`src/rtl/truth_table_sweeper.sv`:
```
// Walks a 3-input gate through all eight input combinations and assembles the observed truth table.
// Optional per-combination stability sampling is enabled by defining SWEEP_STABILITY_CHECK_EN.
module truth_table_sweeper #(
   parameter int          SETTLE_CYCLES = 4,
   parameter logic [7:0]  EXPECTED      = 8'h15
) (
   input  logic       clk,
   input  logic       rst_n,
   input  logic       start,
   input  logic       abort,
   input  logic       dut_out,
   output logic       in1,
   output logic       in2,
   output logic       in3,
   output logic       busy,
   output logic       done,
   output logic [7:0] table_out,
   output logic       match,
   output logic [7:0] unstable
);

   // state | meaning
   // IDLE  | inputs parked at 000, waiting for start
   // SWEEP | driving code onto in1..in3, capturing dut_out every SETTLE_CYCLES cycles

   localparam int CW = $clog2(SETTLE_CYCLES);
   localparam logic [CW-1:0] CNT_LAST  = CW'(SETTLE_CYCLES - 1);
   localparam logic [CW-1:0] CNT_ONE   = CW'(1);

   typedef enum logic {
      IDLE  = 1'b0,
      SWEEP = 1'b1
   } state_t;

   state_t        state_q, state_d;
   logic [CW-1:0] cnt_q, cnt_d;
   logic [2:0]    code_q, code_d;
   logic [7:0]    shadow_q, shadow_d;
   logic [7:0]    table_q, table_d;
   logic          match_q, match_d;
   logic          done_q, done_d;

`ifdef SWEEP_STABILITY_CHECK_EN
   localparam logic [CW-1:0] CNT_EARLY = CW'(SETTLE_CYCLES - 2);
   logic          early_q, early_d;
   logic [7:0]    ushadow_q, ushadow_d;
   logic [7:0]    unstable_q, unstable_d;
`endif

   always_comb begin
      state_d  = state_q;
      cnt_d    = cnt_q;
      code_d   = code_q;
      shadow_d = shadow_q;
      table_d  = table_q;
      match_d  = match_q;
      done_d   = 1'b0;
`ifdef SWEEP_STABILITY_CHECK_EN
      early_d    = early_q;
      ushadow_d  = ushadow_q;
      unstable_d = unstable_q;
`endif
      case (state_q)
         IDLE: begin
            cnt_d    = '0;
            code_d   = 3'd0;
            shadow_d = 8'h00;
`ifdef SWEEP_STABILITY_CHECK_EN
            ushadow_d = 8'h00;
`endif
            // abort outranks a coincident start
            if (start && !abort) begin
               state_d = SWEEP;
            end
         end
         SWEEP: begin
            if (abort) begin
               state_d = IDLE;
               cnt_d   = '0;
               code_d  = 3'd0;
            end else begin
`ifdef SWEEP_STABILITY_CHECK_EN
               if (cnt_q == CNT_EARLY) begin
                  early_d = dut_out;
               end
`endif
               if (cnt_q == CNT_LAST) begin
                  cnt_d = '0;
                  shadow_d[3'd7 - code_q] = dut_out;
`ifdef SWEEP_STABILITY_CHECK_EN
                  if (dut_out != early_q) begin
                     ushadow_d[3'd7 - code_q] = 1'b1;
                  end
`endif
                  if (code_q == 3'd7) begin
                     state_d = IDLE;
                     code_d  = 3'd0;
                     table_d = shadow_d;
                     done_d  = 1'b1;
`ifdef SWEEP_STABILITY_CHECK_EN
                     unstable_d = ushadow_d;
                     match_d    = (shadow_d == EXPECTED) && (ushadow_d == 8'h00);
`else
                     match_d    = (shadow_d == EXPECTED);
`endif
                  end else begin
                     code_d = code_q + 3'd1;
                  end
               end else begin
                  cnt_d = cnt_q + CNT_ONE;
               end
            end
         end
         default: begin
            state_d = IDLE;
         end
      endcase
   end

   always_ff @(posedge clk or negedge rst_n) begin
      if (!rst_n) begin
         state_q  <= IDLE;
         cnt_q    <= '0;
         code_q   <= 3'd0;
         shadow_q <= 8'h00;
         table_q  <= 8'h00;
         match_q  <= 1'b0;
         done_q   <= 1'b0;
      end else begin
         state_q  <= state_d;
         cnt_q    <= cnt_d;
         code_q   <= code_d;
         shadow_q <= shadow_d;
         table_q  <= table_d;
         match_q  <= match_d;
         done_q   <= done_d;
      end
   end

`ifdef SWEEP_STABILITY_CHECK_EN
   always_ff @(posedge clk or negedge rst_n) begin
      if (!rst_n) begin
         early_q    <= 1'b0;
         ushadow_q  <= 8'h00;
         unstable_q <= 8'h00;
      end else begin
         early_q    <= early_d;
         ushadow_q  <= ushadow_d;
         unstable_q <= unstable_d;
      end
   end

   assign unstable = unstable_q;
`else
   assign unstable = 8'h00;
`endif

   // code_q is forced to 000 whenever the FSM leaves SWEEP, so it drives the gate directly
   assign {in1, in2, in3} = code_q;
   assign busy            = (state_q == SWEEP);
   assign done            = done_q;
   assign table_out       = table_q;
   assign match           = match_q;

endmodule

```
`config.mk`:
```
export PLATFORM = sky130hd
export DESIGN_NAME = truth_table_sweeper
export DESIGN_NICKNAME = d
export VERILOG_FILES = /design/src/rtl/truth_table_sweeper.sv
export SDC_FILE = /design/constraint.sdc
export NUM_CORES = 1
export LEC_CHECK = 0
export BUFFER_PORTS_ARGS = -buffer_cell sky130_fd_sc_hd__buf_2
export CAP_MARGIN = 10
export CORE_MARGIN = 3
export CORE_UTILIZATION = 50
export DETAILED_ROUTE_END_ITERATION = 16
export PLACE_DENSITY = 0.73
export SLEW_MARGIN = 15
export SYNTH_ARGS = -nofsm -noshare
export SYNTH_HDL_FRONTEND = slang
export SYNTH_SLANG_ARGS = --single-unit
```
`constraint.sdc`:
```
create_clock -name clk -period 1.8 [get_ports clk]
set_input_delay 0.36 -clock clk [delete_from_list [all_inputs] [get_ports clk]]
set_output_delay 0.36 -clock clk [all_outputs]
set_load 0.02 [all_outputs]
```
==> results by group, run 1 <==
Timing
  – Final hold vios: 0
  – FMAX: 0.639 GHz
  – Final WS setup: 0.236 ns
  – Max-slew violations: 0
  – Worst Skew: 0.00438 ns
  – Tcrit/Tclk final: 86.9%
  – Min Hold Slack: 0.000943 ns
  – Setup TNS: 0 ns
  – Setup violations, final: 0
  – Unrepaired setup endpoints after global routing: no
  – Tmin final: 1.56 ns

Clock network
  – Max Root-Sink Buffers: 2
  – Clock Latency Late Sink: 0.30 ns
  – Number of H-tree levels: 1
  – Clock buffer count from CTS: 3
  – Sink count of the clock tree: 24
  – Post-cts resize count: 0
  – Reg clk slew, reported paths: 0.12 ns
  – Hold_buf cts: 0
  – Post CTS Setup Buffer Count: 0
  – TritonCTS clock tree: yes
  – Root buf cell: clkbuf_4

Power
  – Clock share of power: 31.3%
  – PD cells: 591 nW/um^2
  – Switch share: 22.3%
  – Pint: 0.677 mW
  – Combinational share of power: 5.8%
  – Switching power: 0.195 mW
  – Sequential share of power: 62.9%
  – Leakage: 0.786 nW
  – VDD IR max: 516 uV

Detailed routing
  – DR vias/cell: 5.14
  – 1st-iter DRT viols: 47
  – Post-Route WL: 2.38 mm
  – DRC viols: 0
  – Via count: 962
  – DR pass1 iterations: 4
  – Final ANT Viol Nets: 0
  – DR WL/cell: 12.7 um

Floorplan
  – FP Rows: 18
  – Die H: 58.7 um
  – I/O pins: 27
  – Chip Width: 58.7 um
  – Die area: 3450 sq um
  – Initial core utilization: 54.1%
  – Core area: 2570 sq um

Cells and area
  – Nets: 166
  – Finished Core Util: 57.4%
  – Diode count: 0
  – Most frequent cells in the layout: dfrtp_1, nand2_1, buf_2, nor2_1, mux2i_1
  – P&R area growth vs syn: 6.13%
  – Leading cell type in the layout, fill and taps excluded: dfrtp_1
  – Final instance area: 1470 sq um
  – Fillers: 243
  – Share of layout cells above drive strength 1: 22.9%

Place
  – Placed cell area: 1440 sq um
  – Routability-driven placement congestion ratio: 0.838
  – PortBufs: 18
  – Pre-CTS WS: 0.259 ns
  – Final HPWL DP: 1.85 mm

Global route
  – Vias in the first global route: 949
  – Antenna violations before repair: 0
  – Overflow after GRT: 0
  – All-Layer GR Usage: 16.2%
  – First-pass GRT wire length: 4.32 mm
  – Maximum number of pins on one net before global-route repair: 25

Logic synthesis
  – Post-synth EDFFs: 0
  – Async SR Flop Fraction: 100%
  – Yosys warns: 0
  – Area leader, netlist: dfrtp_1
  – Syn_area_per_cell: 9.92 sq um
  – Synth top area cells: dfrtp_1, mux2i_1, buf_4
  – Share of Yosys cell area claimed by the top area cell type: 43.2%
  – Synthesized area: 1390 sq um
  – Most used DFF post-synth: dfrtp_1
  – Synth unique cells: 39
  – #FFs+latches synth: 24
  – Seq/Total Area, Yosys: 43.2%
  – Syn Inst Count: 140

Job
  – Max-Cap Viols: 0

Status
  – Status: finished clean

Setup path
  – Worst EP required: 1.44 ns
  – Worst path slowest cell: dfrtp_1
  – WP data arrival: 1.20 ns
  – CP Class: register to output pin
  – Startpoint Class: register
  – Crit end category: output pin
  – Crit Path Max Fanout: 17
  – CP peak stage delay: 0.46 ns
  – Critical path, cell by cell: buf_4 > buf_2

Hold path
  – Min-delay worst type: input pin to asynchronous set/reset pin
[final cells by class]
class	count	area (sq um)	area share, %
clock buffer	4	36.3	2.46
tap	30	37.5	2.55
timing repair buffer	23	128	8.66
multi-input combinational	104	664	45.1
sequential	24	601	40.7
inverter	2	7.51	0.509
[per-stage QoR]
step	cells	total power, mW
after global routing	187	0.919
after detailed placement	183	0.609
final	187	0.872
after global placement	183	0.609
after floorplan	147	0.602
after CTS	187	0.885
[metal layers]
layer	vias to the layer above	track usage [%]	routed length (um)
met4	0	4.85	21
met2	22	27.4	1090
met5	-	0	0
met1	444	21.4	1150
met3	4	2.63	107
li1	492	-	-
[state kept, by name, indices dropped and copies added (netlist names)]
name,cells
shadow_q,8
table_out,8
code_q,3
cnt_q,2
busy,1
done,1
match,1
[cells in the mapped netlist (2+ instances only)]
library cell and number:
mux2_4 2, o21ai_0 5, a21oi_1 4, nor3_1 3, buf_4 10, buf_6 4, nand2_1 18, nand3_1 9
ha_1 3, mux2i_1 11, inv_1 2, nor2b_1 8, nor2_1 11, dfrtp_1 24, o21ai_2 2
[final timing paths]
path	start	to	slack, ns	cells after the start
hold / removal	rst_n	table_out[3]$_DFFE_PN0P_	0.0009	1
hold reg to reg	cnt_q[0]$_DFF_PN0_	cnt_q[0]$_DFF_PN0_	0.46	1
setup / recovery	code_q[2]$_DFFE_PN0P_	in1	0.24	2
max in group asynchronous	rst_n	code_q[0]$_DFFE_PN0P_	1.46	1
setup reg to reg	code_q[1]$_DFFE_PN0P_	match$_DFFE_PN0P_	0.24	6
min in group clk	abort	busy$_DFF_PN0_	0.27	2
[power groups by stage]
stage                     combinational [mW]  sequential, mW  clock [mW]
after floorplan                       0.0451           0.557           0
after global placement                0.0502           0.558           0
after detailed placement              0.0511           0.558           0
after CTS                             0.0511           0.548       0.286
after global routing                  0.0565           0.550       0.313
final                                 0.0506           0.548       0.273
[kinds of logic (layout without fill, tap and decap cells)]
| logic type | after synthesis | in the layout | share of synthesized area (%) |
|---|---|---|---|
| adders and majority gates | 3 | 3 | 2.70 |
| other | 1 | 8 | 0.270 |
| AOI/OAI and AO/OA | 18 | 18 | 8.38 |
| and+or+nand+nor | 60 | 60 | 23.2 |
| xor gates and xnor gates | 2 | 2 | 1.26 |
| muxes | 13 | 13 | 10.1 |
| DFF | 24 | 24 | 43.2 |
| buffers and inverters | 19 | 29 | 10.8 |
[worst max-delay path, delay by kind of cell, from the launching register on]
family                 cells  cell delay [ns]
buffers and inverters      2             0.44
flip-flops                 1             0.46
(Power assumes the default switching activity.)
==> run 2, diff against run 1 <==
- BUFFER_PORTS_ARGS: -buffer_cell sky130_fd_sc_hd__buf_2 -> unset
- CORE_UTILIZATION: 50 -> 44
- DONT_BUFFER_PORTS: unset -> 1
- PLACE_DENSITY: 0.73 -> unset
==> results by group, run 2 (same netlist as run 1, synthesis figures left out) <==
Status
  – Status: finished clean

Detailed routing
  – Via count: 921
  – DRC viols: 0
  – DR WL/cell: 13.2 um
  – Final ANT Viol Nets: 0
  – DR pass1 iterations: 5
  – 1st-iter DRT viols: 29
  – Post-Route WL: 2.43 mm
  – DR vias/cell: 5.01

Cells and area
  – P&R area growth vs syn: 1.71%
  – Diode count: 0
  – Leading cell type in the layout, fill and taps excluded: dfrtp_1
  – Nets: 152
  – Most frequent cells in the layout: dfrtp_1, nand2_1, nor2_1, mux2i_1, nand3_1
  – Share of layout cells above drive strength 1: 14.8%
  – Fillers: 277
  – Finished Core Util: 49.1%

Timing
  – Slew headroom: 65.0%
  – Min Hold Slack: 0.00761 ns
  – Setup TNS: 0 ns
  – Worst Skew: 0.00273 ns
  – Tmin final: 1.61 ns
  – Final hold vios: 0
  – Tcrit/Tclk final: 89.2%
  – Unrepaired setup endpoints after global routing: no
  – Max-slew violations: 0
  – Final WS setup: 0.194 ns
  – Worst-Margin Slew: 0.526 ns
  – Setup violations, final: 0
  – FMAX: 0.622 GHz

Setup path
  – WP data arrival: 1.83 ns
  – Worst path slowest cell: dfrtp_1
  – Startpoint Class: register
  – R2R depth: 5
  – Crit end category: register
  – R2r endpoint: match$_DFFE_PN0P_
  – Worst r2r src: code_q[2]$_DFFE_PN0P_
  – CP peak stage delay: 0.52 ns
  – Crit Path Max Fanout: 8
  – CP Class: register to register
  – Reg2reg setup slack: 0.19 ns
  – Critical path, cell by cell: nor3b_2 > mux2_4 > nor2_1 > nand3_1 > o31ai_1
  – Worst EP required: 2.02 ns

Global route
  – Overflow after GRT: 0
  – Vias in the first global route: 894
  – All-Layer GR Usage: 13.4%
  – Antenna violations before repair: 0
  – Maximum number of pins on one net before global-route repair: 25
  – First-pass GRT wire length: 4.24 mm

Job
  – Max-Cap Viols: 0

Floorplan
  – Chip Width: 62.2 um
  – FP Rows: 19
  – Core area: 2880 sq um
  – Die H: 62.2 um
  – Die area: 3870 sq um
  – I/O pins: 27
  – Initial core utilization: 48.3%

Clock network
  – Clock buffer count from CTS: 3
  – Clock Latency Late Sink: 0.31 ns
  – Root buf cell: clkbuf_4
  – Max Root-Sink Buffers: 2
  – Post CTS Setup Buffer Count: 0
  – Reg clk slew, reported paths: 0.12 ns
  – Sink count of the clock tree: 24
  – Number of H-tree levels: 1
  – TritonCTS clock tree: yes

Place
  – Final HPWL DP: 1.84 mm
  – Pre-CTS WS: 0.243 ns
  – PortBufs: 0
  – Routability-driven placement congestion ratio: 0.808

Power
  – Leakage: 0.706 nW
  – Pwr Total: 0.821 mW
  – VDD IR max: 404 uV
  – PD cells: 581 nW/um^2

Hold path
  – Min-delay worst type: input pin to asynchronous set/reset pin
==> run 2: power by group <==
| group | leakage [nW] | total [mW] | internal, mW | switching (mW) |
|---|---|---|---|---|
| Sequential | 0.333 | 0.544 | 0.542 | 0.00185 |
| Combinational | 0.359 | 0.0470 | 0.0102 | 0.0367 |
| Clock | 0.0138 | 0.230 | 0.0782 | 0.152 |
==> run 2: timing repair <==
action,4_1_cts,5_1_grt
hold buffers,1,0
gates resized for setup,0,0
endpoints found under the hold margin,24,0
==> run 2: area by class of cell <==
type	instances	area (sq um)	area share (%)
repair buffers	9	65.1	4.61
flip-flops and latches	24	601	42.5
inverters	2	7.51	0.531
well taps	42	52.6	3.72
multi-input cells	104	664	47.0
clock buffers	3	22.5	1.59
==> run 2: per-stage QoR <==
step	cells	instance area, sq um
floorplan	147	1420
global placement	180	1390
detailed placement	180	1390
CTS	184	1420
global route	184	1410
finish	184	1410
==> run 2: worst max path at each step <==
stage,start,endpoint,slack (ns),depth (start not counted)
2_1_floorplan,cnt_q[0]$_DFF_PN0_,table_out[6]$_DFFE_PN0P_,0.20,7
3_3_place_gp,code_q[2]$_DFFE_PN0P_,match$_DFFE_PN0P_,0.28,5
3_5_place_dp,code_q[2]$_DFFE_PN0P_,match$_DFFE_PN0P_,0.24,5
4_1_cts,code_q[2]$_DFFE_PN0P_,match$_DFFE_PN0P_,0.21,5
5_1_grt,code_q[2]$_DFFE_PN0P_,match$_DFFE_PN0P_,0.05,6
6_report,code_q[2]$_DFFE_PN0P_,match$_DFFE_PN0P_,0.19,5
==> run 2: critical path, delay by kind of cell, from the launching register on <==
family | cells | cell delay (ns)
muxes | 1 | 0.33
and+or+nand+nor | 3 | 0.47
DFF | 1 | 0.52
AOI/OAI and AO/OA | 1 | 0.20
==> run 2: layer usage <==
metal  part of all wire, %  wire, um  global-route usage [%]  vias to the layer above
met5                     0         0                       0                        -
met1                    48      1170                    17.3                      431
met4                  0.53        13                    4.14                        0
met2                    47      1140                    22.0                       21
li1                      -         -                       -                      467
met3                   4.2       102                    3.42                        2
